==> src/rtl/fetch_sequencer.sv <==
// Instruction fetch sequencer: issues single-beat reads from RESET_PC up to END_PC,
// holds each word for a ready/valid consumer, and follows branch redirects.
module fetch_sequencer #(
  parameter logic [31:0] RESET_PC = 32'h0000_0000,
  parameter logic [31:0] END_PC   = 32'h0000_003C,
  parameter logic [31:0] PC_STEP  = 32'd4
) (
  input  logic        clk,
  input  logic        rst,
  input  logic        start,
  output logic        mem_ce,
  output logic [31:0] mem_addr,
  input  logic [31:0] mem_rdata,
  output logic [31:0] inst,
  output logic [31:0] inst_pc,
  output logic        inst_valid,
  input  logic        inst_ready,
  input  logic        redirect,
  input  logic [31:0] redirect_pc,
  output logic        busy,
  output logic        done,
  output logic [15:0] inst_cnt
);

  typedef enum logic [2:0] {
    StIdle,
    StFetch,
    StWait,
    StValid,
    StDone
  } state_e;

  state_e      state;
  logic [31:0] pc;
  logic        fetch_pend;
  logic        handshake;
  logic [15:0] cnt_inc;

  assign handshake = inst_valid & inst_ready;
  assign cnt_inc   = (inst_cnt == 16'hFFFF) ? inst_cnt : inst_cnt + 16'd1;

  // A redirect arriving in the fetch cycle cancels that read outright, so the
  // refetch in the following cycle never produces back-to-back enables.
  assign mem_ce = fetch_pend & ~redirect;

  always_ff @(posedge clk or posedge rst) begin
    if (rst) begin
      state      <= StIdle;
      pc         <= RESET_PC;
      fetch_pend <= 1'b0;
      mem_addr   <= 32'h0;
      inst       <= 32'h0;
      inst_pc    <= 32'h0;
      inst_valid <= 1'b0;
      busy       <= 1'b0;
      done       <= 1'b0;
      inst_cnt   <= 16'h0;
    end else begin
      fetch_pend <= 1'b0;
      case (state)
        StIdle, StDone: begin
          if (start) begin
            state      <= StFetch;
            pc         <= RESET_PC;
            mem_addr   <= RESET_PC;
            fetch_pend <= 1'b1;
            inst_cnt   <= 16'h0;
            done       <= 1'b0;
            busy       <= 1'b1;
          end
        end

        StFetch: begin
          if (redirect) begin
            pc         <= redirect_pc;
            mem_addr   <= redirect_pc;
            fetch_pend <= 1'b1;
          end else begin
            state <= StWait;
          end
        end

        StWait: begin
          if (redirect) begin
            state      <= StFetch;
            pc         <= redirect_pc;
            mem_addr   <= redirect_pc;
            fetch_pend <= 1'b1;
          end else begin
            state      <= StValid;
            inst       <= mem_rdata;
            inst_pc    <= pc;
            inst_valid <= 1'b1;
          end
        end

        StValid: begin
          if (handshake) begin
            inst_cnt <= cnt_inc;
          end
          if (redirect) begin
            state      <= StFetch;
            inst_valid <= 1'b0;
            pc         <= redirect_pc;
            mem_addr   <= redirect_pc;
            fetch_pend <= 1'b1;
          end else if (handshake) begin
            inst_valid <= 1'b0;
            if (inst_pc == END_PC) begin
              state <= StDone;
              busy  <= 1'b0;
              done  <= 1'b1;
            end else begin
              state      <= StFetch;
              pc         <= pc + PC_STEP;
              mem_addr   <= pc + PC_STEP;
              fetch_pend <= 1'b1;
            end
          end
        end

        default: begin
          state      <= StIdle;
          inst_valid <= 1'b0;
          busy       <= 1'b0;
        end
      endcase
    end
  end

  a_no_back_to_back_ce : assert property (
    @(posedge clk) disable iff (rst) !(mem_ce && $past(mem_ce))
  );

  a_hold_until_accept : assert property (
    @(posedge clk) disable iff (rst)
    (inst_valid && !inst_ready && !redirect) |=> (inst_valid && $stable(inst) && $stable(inst_pc))
  );

endmodule
==> config.mk <==
export PLATFORM = sky130hd
export DESIGN_NAME = fetch_sequencer
export DESIGN_NICKNAME = d
export VERILOG_FILES = /design/src/rtl/fetch_sequencer.sv
export SDC_FILE = /design/constraint.sdc
export NUM_CORES = 1
export LEC_CHECK = 0
export CAP_MARGIN = 30
export CORE_MARGIN = 1
export CORE_UTILIZATION = 42
export CTS_BUF_LIST = sky130_fd_sc_hd__clkbuf_16
export CTS_CLUSTER_SIZE = 12
export DETAILED_ROUTE_END_ITERATION = 7
export GPL_TIMING_DRIVEN = 0
export PLACE_DENSITY = 0.77
export SLEW_MARGIN = 20
export SYNTH_ARGS = -nofsm -noshare
export SYNTH_HDL_FRONTEND = slang
export SYNTH_SLANG_ARGS = --single-unit
==> constraint.sdc <==
create_clock -name clk -period 4.2 [get_ports clk]
set_clock_uncertainty 0.2 [all_clocks]
set_input_delay 1.05 -clock clk [delete_from_list [all_inputs] [get_ports clk]]
set_output_delay 1.05 -clock clk [all_outputs]
set_load 0.01 [all_outputs]
### After elaboration in Yosys (flattened, before gate mapping)

Index checks and enable logic that the tools add are counted.

* add/subtract/negate cells: 2
* equality and inequality tests: 16
* mux-type cells: 37
* bitwise operators: 5
* reduce and logical (&&, ||, !) cells: 13

Operators by type and width (count)
* $mux 32: 5
* $pmux 32 s3: 1
* $mux 16: 3
* $add 32x3->32 const B: 1
* $eq 32x6->1 const B: 1
* $pmux 16 s2: 1
* $add 16x1->16 const B: 1
* $eq 16x16->1 const B: 1
* $mux 1: 16
* $mux 3: 5
* $reduce_and 5->1: 3
* $ne 2x2->1 const B: 7
* $pmux 3 s4: 1
* $pmux 1 s3: 3
* $eq 3x2->1 const B: 2
* $ne 3x3->1 const B: 2
* $reduce_and 3->1: 2
* $reduce_and 4->1: 1
* $reduce_or 2->1: 2
* $eq 3x1->1 const B: 1
* $eq 3x3->1 const B: 1
* $logic_not 3->1: 1
* $not 1->1: 3
* $reduce_bool 3->1: 1
* 7 further kinds: 8

* bits in registers: 119
* input port bits: 69
* output and inout port bits: 116
* word-level logic and storage cells: 82

### Depth between registers and ports, before layout

Gate-level depths: netlist of run 1.

* word-level depth: 5
* depth in mapped cells: 8
* mapped depth without buffers: 6

### Least setup slack after synthesis of run 1

Ideal clock, no wire load.

* kind: input -> register
* from: in start
* to: reg inst_cnt[14]
* library setup time: 0.078 ns
* arrival: 2.490 ns
* required time: 3.922 ns
* slack: 1.431 ns
* cell stages on the path: 6
* buffers on the path: 1
* cells stage by stage: nor3b_2 > a31oi_4 > or4_1 > buf_2 > or3_1 > a21oi_1

* word-level cells in the longest chain between the ends: 2

RTL lines
* start: declaration: line 10 `input logic start,`
* $ne 2x2->1 (no source line)
* $reduce_and 4->1 (no source line)
* end signal: assignment: line 99 `inst_cnt <= cnt_inc;`
* end: declaration: line 22 `output logic [15:0] inst_cnt`

Every way passes these cells.
A chain may end at the register's enable or synchronous reset.

### Worst setup path in the final report of run 1

* from: in redirect
* to: out mem_ce

* word-level cells in the longest chain between the ends: 2

RTL lines
* start: declaration: line 18 `input logic redirect,`
* $not 1->1 (no source line)
* $and 1x1->1: line 44 `assign mem_ce = fetch_pend & ~redirect;`
* end: declaration: line 11 `output logic mem_ce,`

Every way passes these cells.

==> qor.yml, run 1 <==
outcome:
  status: "completed"
place:
  post-dp-hpwl_um: 12400
  gp_congestion: 0.858
  port-buffer-count: 184
  dp_cells: 906
floorplanning:
  die_area_sq_um: 14100
  start_util: 0.432
  fp.dieH_um: 119
  die_w_um: 119
  rows: 42
  pin_count: 185
  core-area_sq_um: 13300
timing:
  final-setup-viol-count: 0
  final-max-slew-violation-count: 0
  setup_tns_ns: 0
  fmax_mhz: 266
  tightestPinTransition_ns: 0.767
  timing.final.crit_share: 0.896
  min_period_ns: 3.76
  rsz0062_at_grt: "false"
  relSlewSlack: 0.487
  hold_slack_ns: 0.298
  finalHoldViolCount: 0
cts:
  cts_resized: 0
  clock-root-buffer: "clkbuf_16"
  numCtsBuffers: 17
  clk_pin_slew_ns: 0.05
  clkLatencyLatePin_ns: 0.42
  ctsHoldBuffers: 0
  clock-sinks: 119
  clock_path_buffers: 2
  h-tree-depth: 4
  postCtsSetupRepairBufs: 0
  cts_tree: "built"
routing:
  vias_per_cell: 5.70
  initialDrtViolationCount: 614
  detail_route.first_pass.iterations: 8
  routed_wl_um: 16900
  routedWlPerCell_um: 18.1
  drcViolationCount: 0
  num_vias: 5339
  drtAntennaViolNets: 0
setup_path:
  crit_type: "in2out"
  critPathCaptureType: "primary output"
  r2r_cells: 6
  critPathArrivalTime_ns: 2.51
  r2r_end: "pc[15]"
  crit_start: "redirect"
  critPathMaxFanout: 10
  r2r-start: "inst_pc[29]"
  crit_path_start_kind: "primary input"
  crit_path_end: "mem_ce"
  r2r_slack_ns: 0.98
  required_ns: 2.95
final_layout:
  layout.nets: 820
  antenna_cells: 0
  final_util: 0.637
  final_cells: 937
  multi_input_area_sq_um: 2610
  fill_cells: 1085
  syn_to_final_growth_pct: 47.6
  seqCellArea_sq_um: 2980
  drive_above_1_share: 0.151
synthesis:
  syn_inst: 542
  synthTopCellsByArea: "dfrtp_1 (52%), mux2_2 (13%), o21ai_0 (3.3%)"
  yosysMostFrequentCell: "dfrtp_1"
  yosys_warnings: 0
  synth_nets: 613
  synth_common_cells: "dfrtp_1 (119), mux2_2 (64), nand2_1 (48)"
  ys_async_sr_fraction: 1.00
  synth_edf_count: 0
  synthesis.area_sq_um: 5740
  ys_ff_latch: 119
  yosysSeqAreaShare: 0.519
  synth_area_leader_cell: "dfrtp_1"
  syn_area_per_cell_sq_um: 10.6
  synth_top_area_frac: 0.519
  synthDistinctLibCells: 50
  synthFlopType: "dfrtp_1"
global_route:
  grt_max_degree: 32
  grt_pass1_vias: 5175
  grt_pass1_wl_um: 27100
  antenna_found_initial: 0
  gr-total-overflow: 0
  track_usage: 0.248
pwr:
  p_total_mw: 5.93
  ir_drop_uv: 365
  power_leakage_nw: 3.40
  power_density_nw_per_um2: 700
hold_path:
  hp-class: "reg2reg"
flow_run:
  cap_viol_max_count: 0
[registers in the layout, summed over array words and instances, names as in the netlist]
signal      cells
inst           32
inst_pc        32
inst_cnt       16
state           3
inst_valid      1
pc             32
busy            1
fetch_pend      1
done            1
[cell families (layout without fill, tap and decap cells)]
kind of cell / after synthesis / count (layout) / synth area share
simple gates: 186 / 186 / 0.172
compound gates: 121 / 121 / 0.135
flops: 119 / 119 / 0.519
mux: 68 / 68 / 0.133
buf+inv: 40 / 259 / 0.0281
xor+xnor: 6 / 6 / 0.00916
fa+ha+maj: 2 / 2 / 0.00436
[layout by cell type, fill, tap and decap left out, drive strengths merged, types with 6 or more instances in the layout]
cell	count
a21oi	30
a22oi	8
and3	6
and4	8
buf	13
clkbuf	38
clkdlybuf4s50	184
clkinv	6
dfrtp	119
inv	12
mux2	64
nand2	48
nand3	16
nand4	14
nor2	32
nor3	9
nor4	21
o211ai	8
o21ai	39
o22ai	6
o311ai	6
or4	8
[power by group]
group	internal (mW)	leakage (nW)	switching [mW]	total (mW)
logic	1.34	1.61	1.04	2.38
clock network	0.911	0.287	0.500	1.41
registers	1.63	1.50	0.510	2.14
total	3.88	3.40	2.05	5.93
[how the worst min path moves through the flow]
stage,startpoint,endpoint,slack (ns),depth (start not counted)
finish,inst[2],inst[2],0.30,1
global route,inst[14],inst[14],0.32,1
CTS,inst[5],inst[5],0.31,1
detailed placement,inst[5],inst[5],0.29,1
global placement,inst[5],inst[5],0.29,1
floorplan,pc[0],pc[0],0.33,2
[routing by layer]
layer	vias up	track usage	wire length, um
met2	279	0.405	8340
met1	2581	0.311	6890
met3	26	0.0675	1410
met5	-	0	0
li1	2453	-	-
met4	0	0.100	286
[per-stage QoR]
stage / setup WS, ns / instance area [sq um]
2_1_floorplan: 1.43 / 5740
3_3_place_gp: 0.415 / 7800
3_5_place_dp: 0.429 / 7890
4_1_cts: 0.454 / 8460
5_1_grt: 0.371 / 8470
6_report: 0.438 / 8470
[worst max-delay path: stages]
cell	delay, ns
clkdlybuf4s50_1	0.51
clkbuf_1	0.34
nor2b_1	0.10
clkdlybuf4s50_1	0.52
[final cells by class]
type,instances,share of cell area
buffer,30,0.0146
clock buffer,17,0.0502
clock inverter,14,0.0170
inverter,10,0.00488
multi-input combinational,383,0.308
sequential,119,0.352
tap,176,0.0260
timing repair buffer,188,0.228
Power figures use the tool's default switching activity.
==> inputs of run 2 (changes only) <==
--- a/config.mk
+++ b/config.mk
@@ -6,13 +6,16 @@
 export NUM_CORES = 1
 export LEC_CHECK = 0
 export CAP_MARGIN = 30
+export CORE_ASPECT_RATIO = 1.2
 export CORE_MARGIN = 1
-export CORE_UTILIZATION = 42
+export CORE_UTILIZATION = 57
 export CTS_BUF_LIST = sky130_fd_sc_hd__clkbuf_16
+export CTS_CLUSTER_DIAMETER = 150
 export CTS_CLUSTER_SIZE = 12
 export DETAILED_ROUTE_END_ITERATION = 7
+export DONT_BUFFER_PORTS = 1
 export GPL_TIMING_DRIVEN = 0
-export PLACE_DENSITY = 0.77
+export PLACE_DENSITY = 0.75
 export SLEW_MARGIN = 20
 export SYNTH_ARGS = -nofsm -noshare
 export SYNTH_HDL_FRONTEND = slang
==> run 2 against run 1 <==
  * Combinational power fell by 53%
  * Total power shrank 17%
  * Count of clock-buffer cells in the layout stayed put
  * Critical endpoint is now pc[16]
  * Non-clock buffer count fell by 183
  * Final cell count decreased by 25%
  * Via count down 13%
  * Critical path type is now reg2reg
  * Setup slack gained 0.55 ns
  * Worst hold slack lost 0.070 ns
  * Fmax grew 17%
==> qor.yml, run 2 (synthesized netlist as in run 1, its figures left out) <==
cts:
  cts_resized: 0  # unchanged
  clock_path_buffers: 2  # unchanged
  clock-sinks: 119  # unchanged
  postCtsSetupRepairBufs: 0  # unchanged
  ctsHoldBuffers: 0  # unchanged
  numCtsBuffers: 17  # unchanged
  clock-root-buffer: "clkbuf_16"
  clkLatencyLatePin_ns: 0.41  # about the same
  h-tree-depth: 4  # unchanged
  cts_tree: "built"
  clk_pin_slew_ns: 0.06  # about the same
setup_path:
  critPathMaxFanout: 10  # unchanged
  cp_top_family: "simple AND/OR/NAND/NOR gates"
  cpPeakStageDelay_ns: 0.52  # about the same
  crit_type: "reg2reg"
  cp_slowest_cell: "o21ai_1"
  crit_path_start_kind: "flip-flop"
  required_ns: 4.27  # +1.32 ns
  cp_num_buf_inv: 1  # -2
  critPathCaptureType: "flip-flop"
  critPathArrivalTime_ns: 3.28  # +0.77 ns
  path_cells: "nor4_1 -> nand4_1 -> or2_2 -> o21ai_1 -> clkbuf_1 -> o21ai_0"
timing:
  rsz0062_at_grt: "false"
  tightestPinTransition_ns: 0.718  # -0.0488 ns
  setup_tns_ns: 0  # unchanged
  finalHoldViolCount: 0  # unchanged
  relSlewSlack: 0.519  # +0.0327
  hold_slack_ns: 0.228  # -0.0698 ns
  timing.final.crit_share: 0.766  # -0.130
  final-max-slew-violation-count: 0  # unchanged
  final-setup-viol-count: 0  # unchanged
  min_period_ns: 3.22  # -0.545 ns
  fmax_mhz: 311  # +17%
place:
  gp_congestion: 0.889  # +3.7%
  placed_cell_area_sq_um: 5980  # -24%
  port-buffer-count: 0  # -100%
  post-dp-hpwl_um: 10800  # -13%
floorplanning:
  start_util: 0.594  # +0.162
  die_w_um: 93.6  # -21%
  core-area_sq_um: 9660  # -27%
  fp.dieH_um: 112  # -5.9%
  rows: 39  # -7.1%
  pin_count: 185  # unchanged
  die_area_sq_um: 10500  # -26%
final_layout:
  syn_to_final_growth_pct: 14.5
  antenna_cells: 0  # unchanged
  reg.largest.list: "inst x32, inst_pc x32, pc x32"
  fill_cells: 725  # -33%
  layout_commonest_cell: "dfrtp_1"
  layout.nets: 637  # -22%
  stdcell_area_sq_um: 6570  # -22%
  layout_common_cells: "dfrtp_1 (119), mux2_2 (64), nand2_1 (48)"
  drive_above_1_share: 0.206  # +0.0544
  final_util: 0.680  # +0.0429
pwr:
  power_density_nw_per_um2: 753  # +7.5%
  power_leakage_nw: 2.70  # -20%
  ir_drop_uv: 414  # +13%
hold_path:
  hp-class: "in2async"
global_route:
  track_usage: 0.293  # +0.0456
  grt_pass1_vias: 4607  # -11%
  antenna_found_initial: 0  # unchanged
  grt_pass1_wl_um: 23400  # -14%
  gr-total-overflow: 0  # unchanged
  grt_max_degree: 38  # +19%
routing:
  drtAntennaViolNets: 0  # unchanged
  num_vias: 4636  # -13%
  vias_per_cell: 6.60  # +16%
  initialDrtViolationCount: 368  # -40%
  routed_wl_um: 14800  # -12%
  routedWlPerCell_um: 21.2  # +17%
  detail_route.first_pass.iterations: 5  # -3
  drcViolationCount: 0  # unchanged
outcome:
  status: "completed"
flow_run:
  cap_viol_max_count: 0  # unchanged
-- run 2: cell count changes in the layout (fill, tap and decap cells not counted) --
cell | previous run | this run
bufinv_16 | 3 | 2
clkbuf_2 | 0 | 1
clkinv_2 | 4 | 2
nor4_1 | 20 | 21
inv_1 | 12 | 10
clkinv_1 | 2 | 1
clkinv_4 | 0 | 3
inv_6 | 0 | 4
clkdlybuf4s50_1 | 184 | 0
nor4_2 | 1 | 0
-- run 2: stage by stage --
step                total power [mW]  setup WS [ns]  cells
floorplan                       3.11           1.43    542
global placement                3.46          0.933    665
detailed placement              3.54          0.970    669
CTS                             4.95           1.07    701
global route                    5.20          0.886    702
finish                          4.94          0.983    702
-- run 2: per-layer routing --
metal,up-vias,global-route usage,share of wire
li1,2079,-,-
met4,0,0.116,0.016
met2,239,0.480,0.51
met1,2290,0.352,0.37
met5,-,0,0
met3,28,0.105,0.098
-- run 2: layout make-up --
| type | instances | area, sq um | share of cell area |
|---|---|---|---|
| Sequential cell | 119 | 2980 | 0.453 |
| Multi-Input combinational cell | 383 | 2600 | 0.396 |
| Clock buffer | 17 | 425 | 0.0648 |
| Clock inverter | 15 | 154 | 0.0234 |
| Tap cell | 123 | 154 | 0.0234 |
| Buffer | 30 | 124 | 0.0189 |
| Timing Repair Buffer | 5 | 92.6 | 0.0141 |
| Inverter | 10 | 41.3 | 0.00629 |
-- run 2: final timing paths --
path	start	end	slack, ns	cells after the start
min reg2reg	inst[20]	inst[20]	0.38	1
max	inst_pc[24]	pc[16]	0.98	6
max in group asynchronous	rst	inst_pc[18]	2.74	4
max reg2reg	inst_pc[24]	pc[16]	0.98	6
min in group clk	inst[20]	inst[20]	0.38	1
min	rst	inst[3]	0.23	1
-- run 2: power breakdown --
part	leakage, nW	internal [mW]	switching (mW)
Combinational	0.915	0.526	0.586
Sequential	1.50	1.62	0.792
Clock	0.283	0.875	0.541
==> inputs of run 3 (changes only) <==
--- a/config.mk
+++ b/config.mk
@@ -8,14 +8,14 @@
 export CAP_MARGIN = 30
 export CORE_ASPECT_RATIO = 1.2
 export CORE_MARGIN = 1
-export CORE_UTILIZATION = 57
+export CORE_UTILIZATION = 58
 export CTS_BUF_LIST = sky130_fd_sc_hd__clkbuf_16
 export CTS_CLUSTER_DIAMETER = 150
 export CTS_CLUSTER_SIZE = 12
 export DETAILED_ROUTE_END_ITERATION = 7
 export DONT_BUFFER_PORTS = 1
 export GPL_TIMING_DRIVEN = 0
-export PLACE_DENSITY = 0.75
+export PLACE_DENSITY = 0.74
 export SLEW_MARGIN = 20
 export SYNTH_ARGS = -nofsm -noshare
 export SYNTH_HDL_FRONTEND = slang
==> constraint.sdc (replaced) <==
create_clock -name clk -period 3 [get_ports clk]
set_clock_uncertainty 0.2 [all_clocks]
set_input_delay 0.75 -clock clk [delete_from_list [all_inputs] [get_ports clk]]
set_output_delay 0.75 -clock clk [all_outputs]
set_load 0.01 [all_outputs]
==> run 3 against run 2 <==
  * First-iteration DRC count down 14%
  * Sequential cell count unchanged
  * Total power rose by 37%
  * Routed wire length down 1.4%
  * Utilization rose by 0.30 points
  * Count of clock-buffer cells in the layout did not move
==> qor.yml, run 3 (synthesized netlist as in run 1, its figures left out) <==
timing:
  final-max-slew-violation-count: 0  # unchanged
  final.setup.worst_slack_ns: 0.154  # -0.829 ns
  hold_slack_ns: 0.0655  # -0.163 ns
  timing.final.crit_share: 0.949  # +0.183
  rsz0062_at_grt: "false"
  fmax_mhz: 351  # +13%
  setup_tns_ns: 0  # unchanged
  final-setup-viol-count: 0  # unchanged
  tightestPinTransition_ns: 0.689  # -0.0294 ns
  min_period_ns: 2.85  # -0.371 ns
  finalHoldViolCount: 0  # unchanged
  relSlewSlack: 0.539  # +0.0197
global_route:
  grt_pass1_vias: 4650  # +0.93%
  grt_pass1_wl_um: 23200  # -0.50%
  track_usage: 0.292  # -0.00145
  gr-total-overflow: 0  # unchanged
  antenna_found_initial: 0  # unchanged
  grt_max_degree: 35  # -7.9%
place:
  post-dp-hpwl_um: 10700  # -1.2%
  pre_cts_ws_ns: -0.152  # -1.12 ns
  placed_cell_area_sq_um: 5960  # -0.46%
  port-buffer-count: 0  # unchanged
  dp_cells: 668  # -0.15%
  gp_congestion: 0.902  # +1.5%
setup_path:
  required_ns: 3.07  # -1.20 ns
  critPathArrivalTime_ns: 2.92  # -0.36 ns
  path_cells: "nor4_1 -> nand4_1 -> or2_2 -> o21ai_2 -> clkbuf_2 -> o21ai_0"
  r2r_slack_ns: 0.15  # -0.83 ns
  crit_type: "reg2reg"
  critPathMaxFanout: 10  # unchanged
  cpPeakStageDelay_ns: 0.45  # -0.07 ns
  crit_path_start_kind: "flip-flop"
  critPathCaptureType: "flip-flop"
  cp_top_family: "simple AND/OR/NAND/NOR gates"
  cp_num_buf_inv: 1  # unchanged
  cp_slowest_cell: "or2_2"
floorplanning:
  start_util: 0.600  # +0.00606
  pin_count: 185  # unchanged
  die_area_sq_um: 10300  # -1.7%
  rows: 39  # unchanged
  die_w_um: 92.8  # -0.85%
  fp.dieH_um: 111  # -0.85%
  core-area_sq_um: 9560  # -1.0%
final_layout:
  antenna_cells: 0  # unchanged
  layout_common_cells: "dfrtp_1 (119), mux2_2 (64), nand2_1 (48)"
  layout_commonest_cell: "dfrtp_1"
  reg.largest.list: "inst x32, inst_pc x32, pc x32"
  fill_cells: 766  # +5.7%
  final_util: 0.683  # +0.00301
  drive_above_1_share: 0.211  # +0.00591
  layout.nets: 635  # -0.31%
  final_cells: 700  # -0.28%
  syn_to_final_growth_pct: 13.8
  stdcell_area_sq_um: 6530  # -0.57%
outcome:
  status: "completed"
pwr:
  power_leakage_nw: 2.68  # -0.89%
  p_total_mw: 6.80  # +37%
  ir_drop_uv: 614  # +48%
  power_density_nw_per_um2: 1040  # +38%
cts:
  numCtsBuffers: 17  # unchanged
  cts_tree: "built"
  clkLatencyLatePin_ns: 0.41  # about the same
  clk_pin_slew_ns: 0.06  # about the same
  h-tree-depth: 4  # unchanged
  clock-sinks: 119  # unchanged
  clock_path_buffers: 2  # unchanged
  clock-root-buffer: "clkbuf_16"
routing:
  detail_route.first_pass.iterations: 5  # unchanged
  drcViolationCount: 0  # unchanged
  vias_per_cell: 6.68  # +1.1%
  drtAntennaViolNets: 0  # unchanged
  routedWlPerCell_um: 20.9  # -1.1%
  num_vias: 4675  # +0.84%
  routed_wl_um: 14600  # -1.4%
  initialDrtViolationCount: 317  # -14%
hold_path:
  hp-class: "in2async"
flow_run:
  cap_viol_max_count: 0  # unchanged
run 3: changes by cell type in the layout (fill, tap and decap cells not counted), moves of 2 or more:
cell	change
clkbuf_1	-2
inv_1	+2
inv_6	-4
clkinvlp_4	+2
clkinv_2	+2
run 3: timing repair:
item,in CTS,in global routing
hold buffers,0,0
pin swaps,0,0
endpoints found under the setup margin,10,15
resized for setup,2,4
setup buffers,0,0
run 3: path summary, 6_finish.rpt:
check | from | to | cells past startpoint
setup / recovery | inst_pc[8] | pc[7] | 6
hold / removal | rst | inst[26] | 1
setup reg to reg | inst_pc[8] | pc[7] | 6
hold reg to reg | inst[2] | inst[2] | 1
max in group asynchronous | rst | pc[22] | 3
min in group clk | redirect_pc[26] | pc[26] | 2
run 3: routing by layer:
layer,wire (um),share of wire,vias up,GRT usage
li1,-,-,2071,-
met3,1390,0.095,34,0.100
met1,5510,0.38,2322,0.339
met2,7350,0.50,248,0.479
met5,0,0,-,0
met4,390,0.027,0,0.141
run 3: final cells by class:
type	count	area, sq um	area share
Buffer	30	125	0.0192
Multi-Input combinational cell	383	2630	0.403
Tap cell	123	154	0.0236
Sequential cell	119	2980	0.456
Timing Repair Buffer	3	60.1	0.00920
Clock buffer	17	425	0.0651
Inverter	10	41.3	0.00632
Clock inverter	15	118	0.0180
run 3: report_power, final:
part | total, mW | switching [mW] | internal [mW]
Sequential | 3.39 | 1.11 | 2.27
Combinational | 1.56 | 0.822 | 0.742
Clock | 1.84 | 0.722 | 1.12
